--- src/rtl/wb_arbiter.sv ---
// wb_arbiter: round-robin arbiter that places num_masters Wishbone masters
// onto one Wishbone master port. A grant lasts for the whole cyc tenure of
// the granted master, so bursts stay intact. A response watchdog ends a
// strobed transfer with an error if it is not answered in time.
//
// Ports:
//   wb_clk_i, wb_rst_i            clock, synchronous active-low reset
//   wbm_*_i                       packed per-master request signals
//   wbm_dat_o                     read data, broadcast to every master
//   wbm_ack_o/err_o/rty_o         responses, driven to the granted master only
//   wbs_*_o                       granted master's request, to the slave mux
//   wbs_dat_i/ack_i/err_i/rty_i   response from the slave mux
//
// state   | meaning
// --------+--------------------------------------------------------------
// ST_IDLE | no tenure; wbs_cyc_o low; next edge picks a requester
// ST_BUSY | grant_q owns the port until it drops cyc; watchdog runs

module wb_arbiter #(
    parameter int dw          = 32,
    parameter int aw          = 32,
    parameter int num_masters = 2,
    parameter int TIMEOUT     = 255
) (
    input  logic                     wb_clk_i,
    input  logic                     wb_rst_i,

    input  logic [num_masters*aw-1:0] wbm_adr_i,
    input  logic [num_masters*dw-1:0] wbm_dat_i,
    input  logic [num_masters*4-1:0]  wbm_sel_i,
    input  logic [num_masters-1:0]    wbm_we_i,
    input  logic [num_masters-1:0]    wbm_cyc_i,
    input  logic [num_masters-1:0]    wbm_stb_i,
    input  logic [num_masters*3-1:0]  wbm_cti_i,
    input  logic [num_masters*2-1:0]  wbm_bte_i,
    output logic [num_masters*dw-1:0] wbm_dat_o,
    output logic [num_masters-1:0]    wbm_ack_o,
    output logic [num_masters-1:0]    wbm_err_o,
    output logic [num_masters-1:0]    wbm_rty_o,

    output logic [aw-1:0]             wbs_adr_o,
    output logic [dw-1:0]             wbs_dat_o,
    output logic [3:0]                wbs_sel_o,
    output logic                      wbs_we_o,
    output logic                      wbs_cyc_o,
    output logic                      wbs_stb_o,
    output logic [2:0]                wbs_cti_o,
    output logic [1:0]                wbs_bte_o,
    input  logic [dw-1:0]             wbs_dat_i,
    input  logic                      wbs_ack_i,
    input  logic                      wbs_err_i,
    input  logic                      wbs_rty_i
);

    localparam int GW = (num_masters > 1) ? $clog2(num_masters) : 1;
    // A disabled watchdog still gets a 1-bit counter so the vector is legal.
    localparam int CW = (TIMEOUT > 0) ? $clog2(TIMEOUT + 1) : 1;
    localparam logic [GW-1:0] LAST_RST = GW'(num_masters - 1);
    localparam logic [CW-1:0] WD_LIMIT = CW'(TIMEOUT);

    typedef enum logic {ST_IDLE, ST_BUSY} state_t;

    state_t          state_q, state_d;
    logic [GW-1:0]   grant_q, grant_d;
    logic [GW-1:0]   last_grant_q, last_grant_d;
    logic [CW-1:0]   wd_cnt_q, wd_cnt_d;

    logic [GW-1:0]   rr_pick;
    logic            rr_found;
    logic            g_cyc;
    logic            g_stb;
    logic            any_resp;
    logic            wd_fire;

    always_ff @(posedge wb_clk_i) begin
        if (!wb_rst_i) begin
            state_q      <= ST_IDLE;
            grant_q      <= '0;
            last_grant_q <= LAST_RST;
            wd_cnt_q     <= '0;
        end else begin
            state_q      <= state_d;
            grant_q      <= grant_d;
            last_grant_q <= last_grant_d;
            wd_cnt_q     <= wd_cnt_d;
        end
    end

    // Search starts one past the previous winner, so the last owner has the
    // lowest priority in the next arbitration.
    always_comb begin
        rr_found = 1'b0;
        rr_pick  = grant_q;
        for (int k = 1; k <= num_masters; k++) begin
            if (!rr_found && wbm_cyc_i[(int'(last_grant_q) + k) % num_masters]) begin
                rr_found = 1'b1;
                rr_pick  = GW'((int'(last_grant_q) + k) % num_masters);
            end
        end
    end

    // Request path is a plain mux on grant_q; in IDLE it shows the last
    // grant (master 0 after reset) with cyc/stb held low.
    assign wbs_adr_o = wbm_adr_i[grant_q*aw +: aw];
    assign wbs_dat_o = wbm_dat_i[grant_q*dw +: dw];
    assign wbs_sel_o = wbm_sel_i[grant_q*4 +: 4];
    assign wbs_we_o  = wbm_we_i[grant_q];
    assign wbs_cti_o = wbm_cti_i[grant_q*3 +: 3];
    assign wbs_bte_o = wbm_bte_i[grant_q*2 +: 2];
    assign wbm_dat_o = {num_masters{wbs_dat_i}};

    assign g_cyc    = wbm_cyc_i[grant_q];
    assign g_stb    = wbm_stb_i[grant_q];
    assign any_resp = wbs_ack_i | wbs_err_i | wbs_rty_i;
    assign wd_fire  = (TIMEOUT > 0) && (state_q == ST_BUSY) && (wd_cnt_q == WD_LIMIT);

    always_comb begin
        state_d      = state_q;
        grant_d      = grant_q;
        last_grant_d = last_grant_q;
        wd_cnt_d     = '0;
        wbs_cyc_o    = 1'b0;
        wbs_stb_o    = 1'b0;
        wbm_ack_o    = '0;
        wbm_err_o    = '0;
        wbm_rty_o    = '0;

        case (state_q)
            ST_IDLE: begin
                if (rr_found) begin
                    grant_d = rr_pick;
                    state_d = ST_BUSY;
                end
            end

            ST_BUSY: begin
                wbs_cyc_o = g_cyc;
                wbs_stb_o = g_stb & ~wd_fire;

                // On the fire cycle the synthesised error replaces whatever
                // the slave says, so a late ack cannot complete the transfer.
                wbm_ack_o[grant_q] = wbs_ack_i & ~wd_fire;
                wbm_rty_o[grant_q] = wbs_rty_i & ~wd_fire;
                wbm_err_o[grant_q] = wbs_err_i | wd_fire;

                if ((TIMEOUT > 0) && !wd_fire && g_cyc && g_stb && !any_resp) begin
                    wd_cnt_d = wd_cnt_q + CW'(1);
                end

                if (!g_cyc) begin
                    state_d      = ST_IDLE;
                    last_grant_d = grant_q;
                end
            end

            default: begin
                state_d = ST_IDLE;
            end
        endcase
    end

endmodule

--- config.mk ---
export PLATFORM = sky130hd
export DESIGN_NAME = wb_arbiter
export DESIGN_NICKNAME = d
export VERILOG_FILES = /design/src/rtl/wb_arbiter.sv
export SDC_FILE = /design/constraint.sdc
export NUM_CORES = 1
export LEC_CHECK = 0
export CORE_AREA = 2 2 131 133
export DETAILED_ROUTE_END_ITERATION = 12
export DIE_AREA = 0 0 133 135
export GPL_TIMING_DRIVEN = 1
export SLEW_MARGIN = 5
export SYNTH_ARGS = -nofsm -noshare
export SYNTH_HDL_FRONTEND = slang
export SYNTH_SLANG_ARGS = --single-unit
--- constraint.sdc ---
create_clock -name wb_clk_i -period 1.8 [get_ports wb_clk_i]
set_clock_uncertainty 0.1 [all_clocks]
set_input_delay 0.18 -clock wb_clk_i [delete_from_list [all_inputs] [get_ports wb_clk_i]]
set_output_delay 0.18 -clock wb_clk_i [all_outputs]
set_load 0.02 [all_outputs]
==> reports/metrics.yaml <==
status: "complete, but fails checks"
failed_checks: "setup timing"
drive_above_1_share: 0.532
die_y_um: 135
synth_top_area_share: 0.420
crit_required_ns: 1.52
r2r_slack_ns: 0.07
rows: 47
cts.sink_count: 11
clk_pin_slew_ns: 0.04
die_area_um2: 18000
slew_headroom: 0.754
crit_type: "reg -> out"
firstDrtPassIters: 6
seq_area_frac_synth: 0.111
wl_per_cell_um: 16.1
route.detailed.drc: 0
num_antenna_cells: 0
grt.total_usage: 0.104
worst_slack_ns: -0.00352
gp_congestion: 0.821
yosysWarnings: 0
routed_wl_mm: 10.3
crit_arrival_ns: 1.52
drtAntennaViolNets: 0
drtIter0Drc: 35
slew_viol_final: 0
grt_pass1_vias: 2409
clock.fmax_mhz: 554
nets: 610
cts_tree: "done"
post-route-min-period_ns: 1.80
synth_cell_types: 32
vias: 2260
overflow: 0
cts_root_buffer: "clkbuf_16"
hp-class: "in -> reg"
initial_core_util: 0.121
cts_hold_buf: 0
worst_pin_slew_ns: 0.359
path_max_fanout: 3
htreeDepth: 1
yosysTopAreaCell: "mux2_2"
holdPathStages: 3
hpwl_mm: 8.74
die_w_um: 133
ff2ff_path_depth: 7
portBuffers: 238
cts_made_buffers: 3
critPathCaptureType: "output pin"
vdd_drop_max_v: 0.000201
clk_latency_ns: 0.24
io_pins: 335
area.growth.synth_to_final_pct: 120
syn_area_per_cell_um2: 9.30
grt_first_pass_wirelength_mm: 14.5
grt_max_degree: 22
p_leak_nw: 1.72
core_area_um2: 16400
cap_violations: 0
p_total_mw: 1.80
synthCells: 213
tns_ns: -0.00352
routed_via_density: 3.54
synth_area_um2: 1980
ys_ff_latch: 11
cts_buffer_depth: 2
hold_viol: 0
antenna_found_initial: 0
min_period_over_period: 1.00
rsz0062_at_grt: "yes"
powerDensity_nw_per_um2: 413
syn-num-nets: 403
setup_viol: 1
synthTopCellsByArea: "mux2_2 42%, buf_4 24%, dfxtp_1 11%, nor3_2 2.5%, buf_2 2.0%"
startpoint_type: "flip-flop"
[layer usage]
layer | GRT usage | up-vias | share of wire
met5 | 0 | - | 0
met1 | 0.125 | 1013 | 0.40
li1 | - | 1100 | -
met3 | 0.0300 | 4 | 0.075
met4 | 0.0185 | 0 | 0.0037
met2 | 0.186 | 143 | 0.52
[logic make-up after synthesis]
kind of cell               after synthesis  synth area share
buffers and inverters                   79             0.283
muxes                                   76             0.431
and+or+nand+nor                         26            0.0915
AOI/OAI and AO/OA                       17            0.0638
DFF                                     11             0.111
xor gates and xnor gates                 3            0.0133
adders and majority gates                1           0.00631
[cells in the final DEF (no fill, tap or decap), types with 2 or more instances in the layout]
cell / count
buf_8: 2
xor2_1: 2
buf_4: 32
mux2_2: 74
inv_1: 4
clkdlybuf4s15_2: 20
dfxtp_1: 4
nand4_1: 2
dfxtp_2: 6
o21a_1: 2
buf_2: 54
nand3_1: 4
o21ai_0: 5
clkbuf_2: 2
or3_1: 3
buf_6: 6
clkdlybuf4s50_1: 152
a211oi_2: 3
nor3b_2: 3
a21oi_1: 3
clkbuf_16: 3
dlymetal6s2s_1: 4
nor3_2: 5
buf_12: 3
[cells in the mapped netlist]
cell       n
a211oi_1   1
a211oi_2   3
a21boi_0   1
a21oi_1    3
and3_1     1
and3_2     1
buf_2      8
buf_4     64
buf_6      2
clkbuf_1   1
dfxtp_1   11
ha_1       1
inv_1      4
mux2_2    74
mux2i_1    2
nand2_1    1
nand2b_1   1
nand3_1    4
nand4_1    2
nor2_1     2
nor3_1     1
nor3_2     5
nor3b_1    2
nor3b_2    1
o21a_1     2
o21ai_0    5
o21ai_2    1
o21ba_2    1
or3_1      4
or4b_1     1
xnor2_1    1
xor2_1     2
[final timing paths]
| check | start | end |
|---|---|---|
| min reg2reg | last_grant_q | last_grant_q |
| max | wd_cnt_q[0] | wbs_stb_o |
| max reg2reg | grant_q | wd_cnt_q[7] |
| min | wb_rst_i | last_grant_q |
[where the power goes]
| part | leakage [nW] | internal (mW) | switching [mW] | total (mW) |
|---|---|---|---|---|
| Sequential | 0.0931 | 0.251 | 0.00702 | 0.258 |
| Clock | 0.0382 | 0.297 | 0.108 | 0.405 |
| Combinational | 1.59 | 0.653 | 0.483 | 1.14 |
[timing repair]
item,in CTS,in global routing
pin swaps,4,8
gates resized for setup,297,48
buffers inserted,10,3
setup endpoints to repair,88,53
endpoints found under the hold margin,0,0
[critical path: stages, from the launching register on]
cell	delay [ns]
dfxtp_2	0.36
ha_4	0.14
nand4_1	0.13
buf_4	0.18
o21ai_4	0.17
buf_6	0.14
nor2_4	0.03
buf_6	0.14
[per-stage QoR]
step	area, µm²	utilization	hold slack (ns)	worst slack [ns]	std cells
CTS	4400	0.268	0.260	-0.00935	637
detailed placement	4330	0.264	0.260	-0.241	623
global route	4360	0.266	0.233	-0.0567	639
global placement	4330	0.264	0.260	-0.241	623
finish	4360	0.266	0.204	-0.00352	639
floorplan	1990	-	0.156	0.0174	213
[final cells by class]
type                       count  area (µm²)
sequential                    11         231
fill                        1774       12000
multi-input combinational    123        1260
timing repair buffer         277        2490
inverter                       4        15.0
clock buffer                   4        78.8
tap                          220         275
[sequential cells by signal, summed over array words and instances, names as in the netlist]
signal        flops
grant_q           1
wd_cnt_q          8
state_q           1
last_grant_q      1
Note: power is estimated with default switching activity, not from simulation.
